<file path="config.mk">
export PLATFORM = sky130hd
export DESIGN_NAME = ps2_scancode_decoder
export DESIGN_NICKNAME = d
export VERILOG_FILES = /design/src/rtl/ps2_scancode_decoder.sv
export SDC_FILE = /design/constraint.sdc
export NUM_CORES = 1
export LEC_CHECK = 0
export CORE_MARGIN = 4
export CORE_UTILIZATION = 65
export CTS_BUF_LIST = sky130_fd_sc_hd__clkbuf_4
export CTS_CLUSTER_SIZE = 40
export DETAILED_ROUTE_END_ITERATION = 6
export PLACE_DENSITY = 0.95
export SYNTH_ARGS = -nofsm -noshare
export SYNTH_HDL_FRONTEND = slang
export SYNTH_SLANG_ARGS = --single-unit
</file>
<file path="constraint.sdc">
create_clock -name clk -period 4.7 [get_ports clk]
set_clock_uncertainty 0.05 [all_clocks]
set_input_delay 0.705 -clock clk [delete_from_list [all_inputs] [get_ports clk]]
set_output_delay 0.705 -clock clk [all_outputs]
set_load 0.02 [all_outputs]
</file>
<file path="src/rtl/ps2_scancode_decoder.sv">
// PS/2 Set-2 byte stream to key-event decoder with a small FWFT event FIFO.
// Prefix bytes (E0, F0, E1 sequences) are folded into ext/release flags on each event.
module ps2_scancode_decoder #(
  parameter int ADDR_W = 3
) (
  input  logic              clk,
  input  logic              reset,
  input  logic              scan_valid,
  input  logic [7:0]        scan_data,
  input  logic              rd_en,
  input  logic              clr_overflow,
  output logic [7:0]        key_code,
  output logic              key_ext,
  output logic              key_release,
  output logic              key_valid,
  output logic [ADDR_W:0]   fifo_count,
  output logic              overflow,
  output logic              irq
);

  localparam int DEPTH = 2 ** ADDR_W;

  typedef enum logic [2:0] {
    IDLE,
    EXT,
    BRK,
    EXT_BRK,
    SKIP
  } state_t;

  state_t            state;
  logic [2:0]        skip_cnt;
  logic              scan_valid_q;
  logic              byte_ev;

  logic              push;
  logic              push_ext;
  logic              push_rel;
  logic [7:0]        push_code;

  logic [9:0]        mem [DEPTH];
  logic [ADDR_W-1:0] wr_ptr;
  logic [ADDR_W-1:0] rd_ptr;
  logic              full;
  logic              do_rd;
  logic              do_wr;

  // Edge register resets high so a tick already asserted at reset release is ignored
  always_ff @(posedge clk or posedge reset) begin
    if (reset) scan_valid_q <= 1'b1;
    else       scan_valid_q <= scan_valid;
  end

  assign byte_ev = scan_valid & ~scan_valid_q;

  always_comb begin
    push      = 1'b0;
    push_ext  = 1'b0;
    push_rel  = 1'b0;
    push_code = scan_data;
    if (byte_ev) begin
      unique case (state)
        IDLE: begin
          unique case (scan_data)
            8'hE0, 8'hF0, 8'hE1,
            8'hAA, 8'hFA, 8'hFE, 8'hEE, 8'h00, 8'hFF: push = 1'b0;
            default: push = 1'b1;
          endcase
        end
        EXT: begin
          push     = (scan_data != 8'hF0) && (scan_data != 8'hE0) && (scan_data != 8'h12);
          push_ext = 1'b1;
        end
        BRK: begin
          push     = 1'b1;
          push_rel = 1'b1;
        end
        EXT_BRK: begin
          push     = (scan_data != 8'h12);
          push_ext = 1'b1;
          push_rel = 1'b1;
        end
        SKIP: begin
          // The whole Pause sequence collapses into a single E1 event
          push      = (skip_cnt == 3'd1);
          push_ext  = 1'b1;
          push_code = 8'hE1;
        end
        default: push = 1'b0;
      endcase
    end
  end

  always_ff @(posedge clk or posedge reset) begin
    if (reset) begin
      state    <= IDLE;
      skip_cnt <= 3'd0;
    end else if (byte_ev) begin
      unique case (state)
        IDLE: begin
          if (scan_data == 8'hE0)      state <= EXT;
          else if (scan_data == 8'hF0) state <= BRK;
          else if (scan_data == 8'hE1) begin
            state    <= SKIP;
            skip_cnt <= 3'd7;
          end
        end
        EXT: begin
          if (scan_data == 8'hF0)      state <= EXT_BRK;
          else if (scan_data != 8'hE0) state <= IDLE;
        end
        BRK:     state <= IDLE;
        EXT_BRK: state <= IDLE;
        SKIP: begin
          skip_cnt <= skip_cnt - 3'd1;
          if (skip_cnt == 3'd1) state <= IDLE;
        end
        default: state <= IDLE;
      endcase
    end
  end

  // A full FIFO still accepts a write when the head is popped in the same cycle
  assign full      = (fifo_count == (ADDR_W+1)'(DEPTH));
  assign key_valid = (fifo_count != '0);
  assign do_rd     = rd_en & key_valid;
  assign do_wr     = push & (~full | do_rd);

  always_ff @(posedge clk) begin
    if (do_wr) mem[wr_ptr] <= {push_code, push_ext, push_rel};
  end

  always_ff @(posedge clk or posedge reset) begin
    if (reset) begin
      wr_ptr     <= '0;
      rd_ptr     <= '0;
      fifo_count <= '0;
      overflow   <= 1'b0;
      irq        <= 1'b0;
    end else begin
      irq <= do_wr;
      if (do_wr) wr_ptr <= wr_ptr + 1'b1;
      if (do_rd) rd_ptr <= rd_ptr + 1'b1;
      if (do_wr && !do_rd)      fifo_count <= fifo_count + 1'b1;
      else if (do_rd && !do_wr) fifo_count <= fifo_count - 1'b1;
      if (push && !do_wr)    overflow <= 1'b1;
      else if (clr_overflow) overflow <= 1'b0;
    end
  end

  assign key_code    = key_valid ? mem[rd_ptr][9:2] : 8'h00;
  assign key_ext     = key_valid ? mem[rd_ptr][1]   : 1'b0;
  assign key_release = key_valid ? mem[rd_ptr][0]   : 1'b0;

endmodule

</file>
* After elaboration in Yosys (flattened, before gate mapping)
Memory sizes are Yosys's and may differ from the RTL's.
Cells that the tools add are included.
** Word-level totals
- Latch bits :: 0
- Word-level logic and storage cells :: 90
- RAM bits :: 80
- Input port bits :: 13
- Register bits after elaboration :: 19
- Memories kept :: 1
- ROM bits :: 0
- Output and inout port bits :: 17
** Memories
- mem :: depth 8, bits a word 10, read ports 1, clocked after Yosys merged registers in 0, wr ports 1, RTL line 41 : logic [9:0] mem [DEPTH];
** Cells by class
- Div/mod/pow operators :: 0
- Order comparisons :: 0
- $mul :: 0
- Multiplexer cells :: 29
- Bitwise operators :: 6
- Reductions and logical operators :: 18
- Shift operators :: 0
- Add/sub/neg operators :: 5
- Equal/unequal tests :: 23
** Operators by type and width (number)
- 8-bit equality test (second input constant) :: 8
- 3-bit two-way mux :: 9
- 8-bit two-way mux :: 3
- 8-bit inequality test (second input constant) :: 2
- 1-bit two-way mux :: 12
- 3-bit case mux with 3 select lines :: 1
- 9-bit OR reduction :: 1
- 8-bit logical NOT :: 1
- 4-bit two-way mux :: 2
- 2-bit inequality test (second input constant) :: 4
- 8-bit by 5-bit inequality test with 1-bit output (second input constant) :: 1
- 3-bit by 1-bit adder with 3-bit output (second input constant) :: 2
- 3-bit by 1-bit equality test with 1-bit output (second input constant) :: 2
- 3-bit by 2-bit equality test with 1-bit output (second input constant) :: 2
- 3-bit case mux with 2 select lines :: 1
- 2-bit nonzero test :: 3
- 1-bit logical AND :: 5
- 1-bit case mux with 5 select lines :: 1
- 5-bit AND reduction :: 1
- 4-bit by 1-bit adder with 4-bit output (second input constant) :: 1
- 4-bit equality test (second input constant) :: 1
- 4-bit inequality test (second input constant) :: 1
- 4-bit AND reduction :: 1
- 4-bit nonzero test :: 1
- other kinds (11) :: 15

* Longest topological paths before layout
- Depth in word-level cells :: 10
- Mapped depth :: 15
- Gate-level depth less buffers :: 14

* Worst setup path after synthesis
OpenSTA, ideal clock, no wires.
- Path kind :: input to register
- Start :: input scan_data[1]
- End :: register fifo_count[3]
- Arrival time :: 3216 ps
- Buffers on the path :: 1
- Setup time :: 132 ps
- Path slack :: 1301 ps
- Data required time :: 4518 ps
- Stages on the path :: 13
- Cells stage by stage :: or3_1 > or4_4 > a31o_1 > o21a_2 > buf_6 > ha_1 > inv_1 > ha_1 > a21o_1 > a21oi_1 > xnor2_1 > nor2_1 > xor2_1
** On the way
- Word-level cells in the longest chain between the ends :: 9
- Elaborated cells between the ends (all ways) :: 24
- Those cells by class :: eq/ne: 11; mux: 4; bitwise: 1; reduce/logical: 8
** Ends and longest elaborated chain
- start: declaration :: RTL line 9 : input logic [7:0] scan_data,
- 8-bit equality test, or another cell as far along :: RTL line 64 : unique case (scan_data)
- 9-bit OR reduction or 1-bit logical AND (tied branches) :: RTL line 64, 71
- 1-bit two-way mux or 1-bit logical AND (tied branches) :: RTL line 64, 71
- 1-bit case mux with 5 select lines (*) :: RTL line 62 : unique case (state)
- 1-bit two-way mux (*) :: RTL line 61 : if (byte_ev) begin
- 1-bit AND (*) :: RTL line 127 : assign do_wr = push & (~full | do_rd);
- via do_wr :: RTL line 46 : logic do_wr;
- 1-bit logical NOT :: RTL line 145 : else if (do_rd && !do_wr) fifo_count <= fifo_count - 1'b1;
- 1-bit logical AND :: RTL line 145
- 2-bit nonzero test (no source line)
- end signal: assignment :: RTL line 144 : if (do_wr && !do_rd) fifo_count <= fifo_count + 1'b1;
- end signal: assignment :: RTL line 145
- end: declaration :: RTL line 16 : output logic [ADDR_W:0] fifo_count,
Mark *: on every way through the listed nets, which the timed path passes. The rest lies on a longest branch.
A chain may end at the register's enable or synchronous reset.

* Final worst setup path
- Start :: register rd_ptr[0]
- End :: output key_code[4]
** On the way
- Word-level cells in the longest chain between the ends :: 2
** Ends and longest elaborated chain
- start: declaration :: RTL line 43 : logic [ADDR_W-1:0] rd_ptr;
- start signal: assignment :: RTL line 143 : if (do_rd) rd_ptr <= rd_ptr + 1'b1;
- memory 8 x 10 bit
- 8-bit two-way mux :: RTL line 151 : assign key_code = key_valid ? mem[rd_ptr][9:2] : 8'h00;
- end: declaration :: RTL line 12 : output logic [7:0] key_code,
No other way between the ends.

==> results.py <==
metrics = {
    "sta": {
        "hold_fails_final_rpt": 0,
        "final_period_minus_worst_setup_slack_ns": 3.68,
        "finalSetupTns_ns": 0,
        "headroom_to_the_max_slew_limit_pct": 38.2,
        "setup_viol": 0,
        "tightestPinTransition_ns": 0.927,
        "layout_worst_path_cycle_share_pct": 78.2,
        "maximum_frequency_from_static_timing_analysis_ghz": 0.272,
        "drv_slew": 0,
        "final_worst_hold_slack_ns": 0.506,
        "grt_setup_unrepaired": "false",
        "fin_ws_ns": 1.02,
    },
    "setup_path": {
        "start_kind": "register",
        "timing.setup.critical_path_class": "register to output pin",
        "cp_data_arrival_time_ns": 2.92,
        "setup.worst_path.end_class": "output pin",
        "critPathMaxFanout": 13,
        "worst-endpoint-required_ns": 3.94,
    },
    "pwr": {
        "share_comb_of_total_power_pct": 37.3,
        "clock_power_share_pct": 16.0,
        "power.internal_mw": 1.80,
        "power.share.switching_pct": 34.3,
        "power_density_nw_per_um2": 571,
        "fin_total_pwr_mw": 2.74,
        "max-vdd-ir-drop_mv": 0.397,
        "power_frac_seq_pct": 46.7,
        "power.leakage_nw": 1.69,
        "net_sw_power_mw": 0.939,
    },
    "yosys": {
        "netlist_instances": 262,
        "number_of_enable_flip_flop_cells_after_synthesis": 80,
        "synth_area_um2": 4300,
        "yosysWarningCount": 0,
        "yosys.cell_types.count": 54,
        "avg_synthesized_cell_area_um2": 16.4,
        "mappedNetlistNets": 283,
        "yosys_register_bits": 99,
        "yosysSeqAreaShare_pct": 66.9,
        "postSynth.topFlopCell": "sky130_fd_sc_hd__edfxtp_1",
        "synthArstFlopShare_pct": 19.2,
    },
    "cells_and_area": {
        "insertedDiodeCount": 0,
        "area_growth_syn_to_layout_pct": 11.7,
        "final_net_count": 314,
        "nFillCells": 363,
        "multiInputGateArea_um2": 1350,
        "final-seq-area_um2": 2880,
        "instances_no_fill": 375,
        "layout-drive-gt1-share_pct": 16.1,
    },
    "global_routing": {
        "grt_first_pass_wirelength_um": 12800,
        "grt_start_max_net_pins": 23,
        "grt_pass1_vias": 2458,
        "antenna_violations_before_repair": 0,
        "globalRouteTotalUtil_pct": 22.8,
        "gr-total-overflow": 0,
    },
    "floorplanning": {
        "die-width_um": 89.4,
        "start_util_pct": 67.4,
        "die_h_um": 89.4,
        "i_o_pin_count": 30,
        "floorplan.core_area_um2": 6390,
        "design.die.area_um2": 7980,
        "row_count": 29,
    },
    "place": {
        "dpl.cell_count": 359,
        "port_buffers": 29,
        "placer_congestion": 0.883,
        "dpl.hpwl_um": 5320,
        "placement.setup.worst_slack_ns": 0.610,
    },
    "route": {
        "detail-route-antenna-nets": 0,
        "totalWireLength_um": 7920,
        "remaining_drc_errors": 0,
        "routed_via_density": 6.39,
        "detail_route.wl_per_cell_um": 21.1,
        "vias": 2395,
        "detail_route.first_pass.iterations": 4,
        "first_iter_violations": 183,
    },
    "clock_tree": {
        "cts_tree": "done",
        "cts_inserted_buffers": 9,
        "number_of_buffers_between_clock_root_and_the_deepest_sink": 2,
        "sinks_on_clock_net": 99,
        "cts_repair_resize_count": 0,
        "cts-htree-levels": 3,
        "post-cts-setup-buffers": 0,
        "clk_pin_slew_worst_paths_ns": 0.14,
        "worst_skew_pair.late_latency_ns": 0.42,
        "cts_root_buf": "sky130_fd_sc_hd__clkbuf_4",
        "post_cts_hold_buffer_count": 0,
    },
    "outcome": {
        "run_status": "completed",
    },
    "job": {
        "maxCapViolations": 0,
    },
    "worst_hold_path": {
        "class_of_the_worst_hold_path": "register to register",
    },
}
cell usage in the layout, fill, tap and decap left out, types with 2 or more instances in the layout:
cell / instances
sky130_fd_sc_hd__mux2_2: 2
sky130_fd_sc_hd__or3_1: 2
sky130_fd_sc_hd__dfrtp_1: 18
sky130_fd_sc_hd__clkinv_2: 2
sky130_fd_sc_hd__edfxtp_1: 80
sky130_fd_sc_hd__and4b_1: 3
sky130_fd_sc_hd__a211oi_1: 2
sky130_fd_sc_hd__xor2_1: 2
sky130_fd_sc_hd__buf_4: 3
sky130_fd_sc_hd__nor4_1: 3
sky130_fd_sc_hd__nand3_1: 2
sky130_fd_sc_hd__inv_1: 7
sky130_fd_sc_hd__and3_1: 4
sky130_fd_sc_hd__ha_1: 7
sky130_fd_sc_hd__o21a_1: 2
sky130_fd_sc_hd__o21ai_0: 2
sky130_fd_sc_hd__clkdlybuf4s50_1: 29
sky130_fd_sc_hd__clkbuf_4: 10
sky130_fd_sc_hd__nor2_1: 24
sky130_fd_sc_hd__a31oi_1: 2
sky130_fd_sc_hd__mux4_2: 20
sky130_fd_sc_hd__nand2_1: 7
sky130_fd_sc_hd__and2_1: 3
sky130_fd_sc_hd__nand4_1: 3
sky130_fd_sc_hd__xnor2_1: 7
sky130_fd_sc_hd__mux2i_1: 10
sky130_fd_sc_hd__nand2b_1: 8
sky130_fd_sc_hd__nor3_1: 4
power by group through the flow:
stage          Sequential [mW]  Clock (mW)  Combinational [mW]
5_1_grt                   1.31       0.485                1.12
2_1_floorplan             1.20           0               0.750
3_3_place_gp              1.29           0               0.985
6_report                  1.28       0.438                1.02
4_1_cts                   1.28       0.440                1.04
3_5_place_dp              1.30           0                1.03
stage by stage:
step | area, um2 | util, %
2_1_floorplan | 4300 | -
3_3_place_gp | 4660 | 73.0
3_5_place_dp | 4660 | 73.0
4_1_cts | 4800 | 75.2
5_1_grt | 4800 | 75.2
6_report | 4800 | 75.2
final cells by class:
cell class | count | share of cell area (%)
clock buffer | 10 | 1.56
clock inverter | 6 | 1.35
inverter | 7 | 0.547
multi-input combinational | 144 | 28.1
sequential | 99 | 59.9
tap | 77 | 2.01
timing repair buffer | 32 | 6.51
final timing paths:
check | to | cells past startpoint | slack [ns] | start
min in group asynchronous | wr_ptr[2] | 2 | 0.63 | reset
worst min register to register | skip_cnt[0] | 2 | 0.51 | skip_cnt[0]
worst max register to register | fifo_count[3] | 12 | 1.44 | state[1]
worst min-delay path | skip_cnt[0] | 2 | 0.51 | skip_cnt[0]
worst max-delay path | key_code[4] | 5 | 1.02 | rd_ptr[0]
max in group asynchronous | state[0] | 2 | 3.51 | reset
routing by layer:
metal / vias up / wire length [um] / track usage [%]
li1: 1088 / - / -
met1: 1215 / 3160 / 29.5
met2: 84 / 4110 / 38.1
met3: 8 / 531 / 5.35
met4: 0 / 112 / 8.53
met5: - / 0 / 0
critical path: stages, from the launching register on:
cell,delay (ns)
sky130_fd_sc_hd__dfrtp_1,0.84
sky130_fd_sc_hd__buf_4,0.36
sky130_fd_sc_hd__mux4_2,0.53
sky130_fd_sc_hd__mux2i_1,0.17
sky130_fd_sc_hd__nor2_1,0.05
sky130_fd_sc_hd__clkdlybuf4s50_1,0.54
logic make-up (layout without fill, tap and decap cells):
family / count (synthesis) / in the layout / share of synthesized area [%]
AOI/OAI and AO/OA: 21 / 21 / 3.69
xor gates and xnor gates: 9 / 9 / 1.83
adders and majority gates: 8 / 8 / 2.50
buffers and inverters: 19 / 55 / 1.98
DFF: 99 / 99 / 66.9
muxes: 33 / 33 / 13.6
and+or+nand+nor: 73 / 73 / 9.48
state kept, by name, summed over array words and instances, names as in the netlist:
name and cells:
state 3, fifo_count 4, scan_valid_q 1, skip_cnt 3, rd_ptr 3, mem 80
wr_ptr 3, irq 1, overflow 1
cell usage after synthesis (2+ instances only):
master	instances	share of area, %
sky130_fd_sc_hd__nand2b_1	8	1.2
sky130_fd_sc_hd__ha_1	7	2.0
sky130_fd_sc_hd__edfxtp_1	80	56
sky130_fd_sc_hd__nand4_1	3	0.44
sky130_fd_sc_hd__mux2_2	2	0.52
sky130_fd_sc_hd__nor4_1	4	0.58
sky130_fd_sc_hd__o21a_1	2	0.35
sky130_fd_sc_hd__mux4_2	20	10
sky130_fd_sc_hd__and4b_1	3	0.70
sky130_fd_sc_hd__or3_1	2	0.29
sky130_fd_sc_hd__inv_1	7	0.61
sky130_fd_sc_hd__and2_1	3	0.44
sky130_fd_sc_hd__nand2_1	7	0.61
sky130_fd_sc_hd__o21ai_0	2	0.23
sky130_fd_sc_hd__nand3_1	2	0.23
sky130_fd_sc_hd__mux2i_1	10	2.3
sky130_fd_sc_hd__buf_2	2	0.23
sky130_fd_sc_hd__a31oi_1	2	0.29
sky130_fd_sc_hd__a211oi_1	2	0.35
sky130_fd_sc_hd__dfrtp_1	18	10
sky130_fd_sc_hd__nor2_1	24	2.1
sky130_fd_sc_hd__xnor2_1	7	1.4
sky130_fd_sc_hd__xor2_1	2	0.41
sky130_fd_sc_hd__nor3_1	4	0.47
sky130_fd_sc_hd__clkbuf_1	7	0.61
sky130_fd_sc_hd__and3_1	4	0.58
Note: power is estimated with default switching activity, not from simulation.
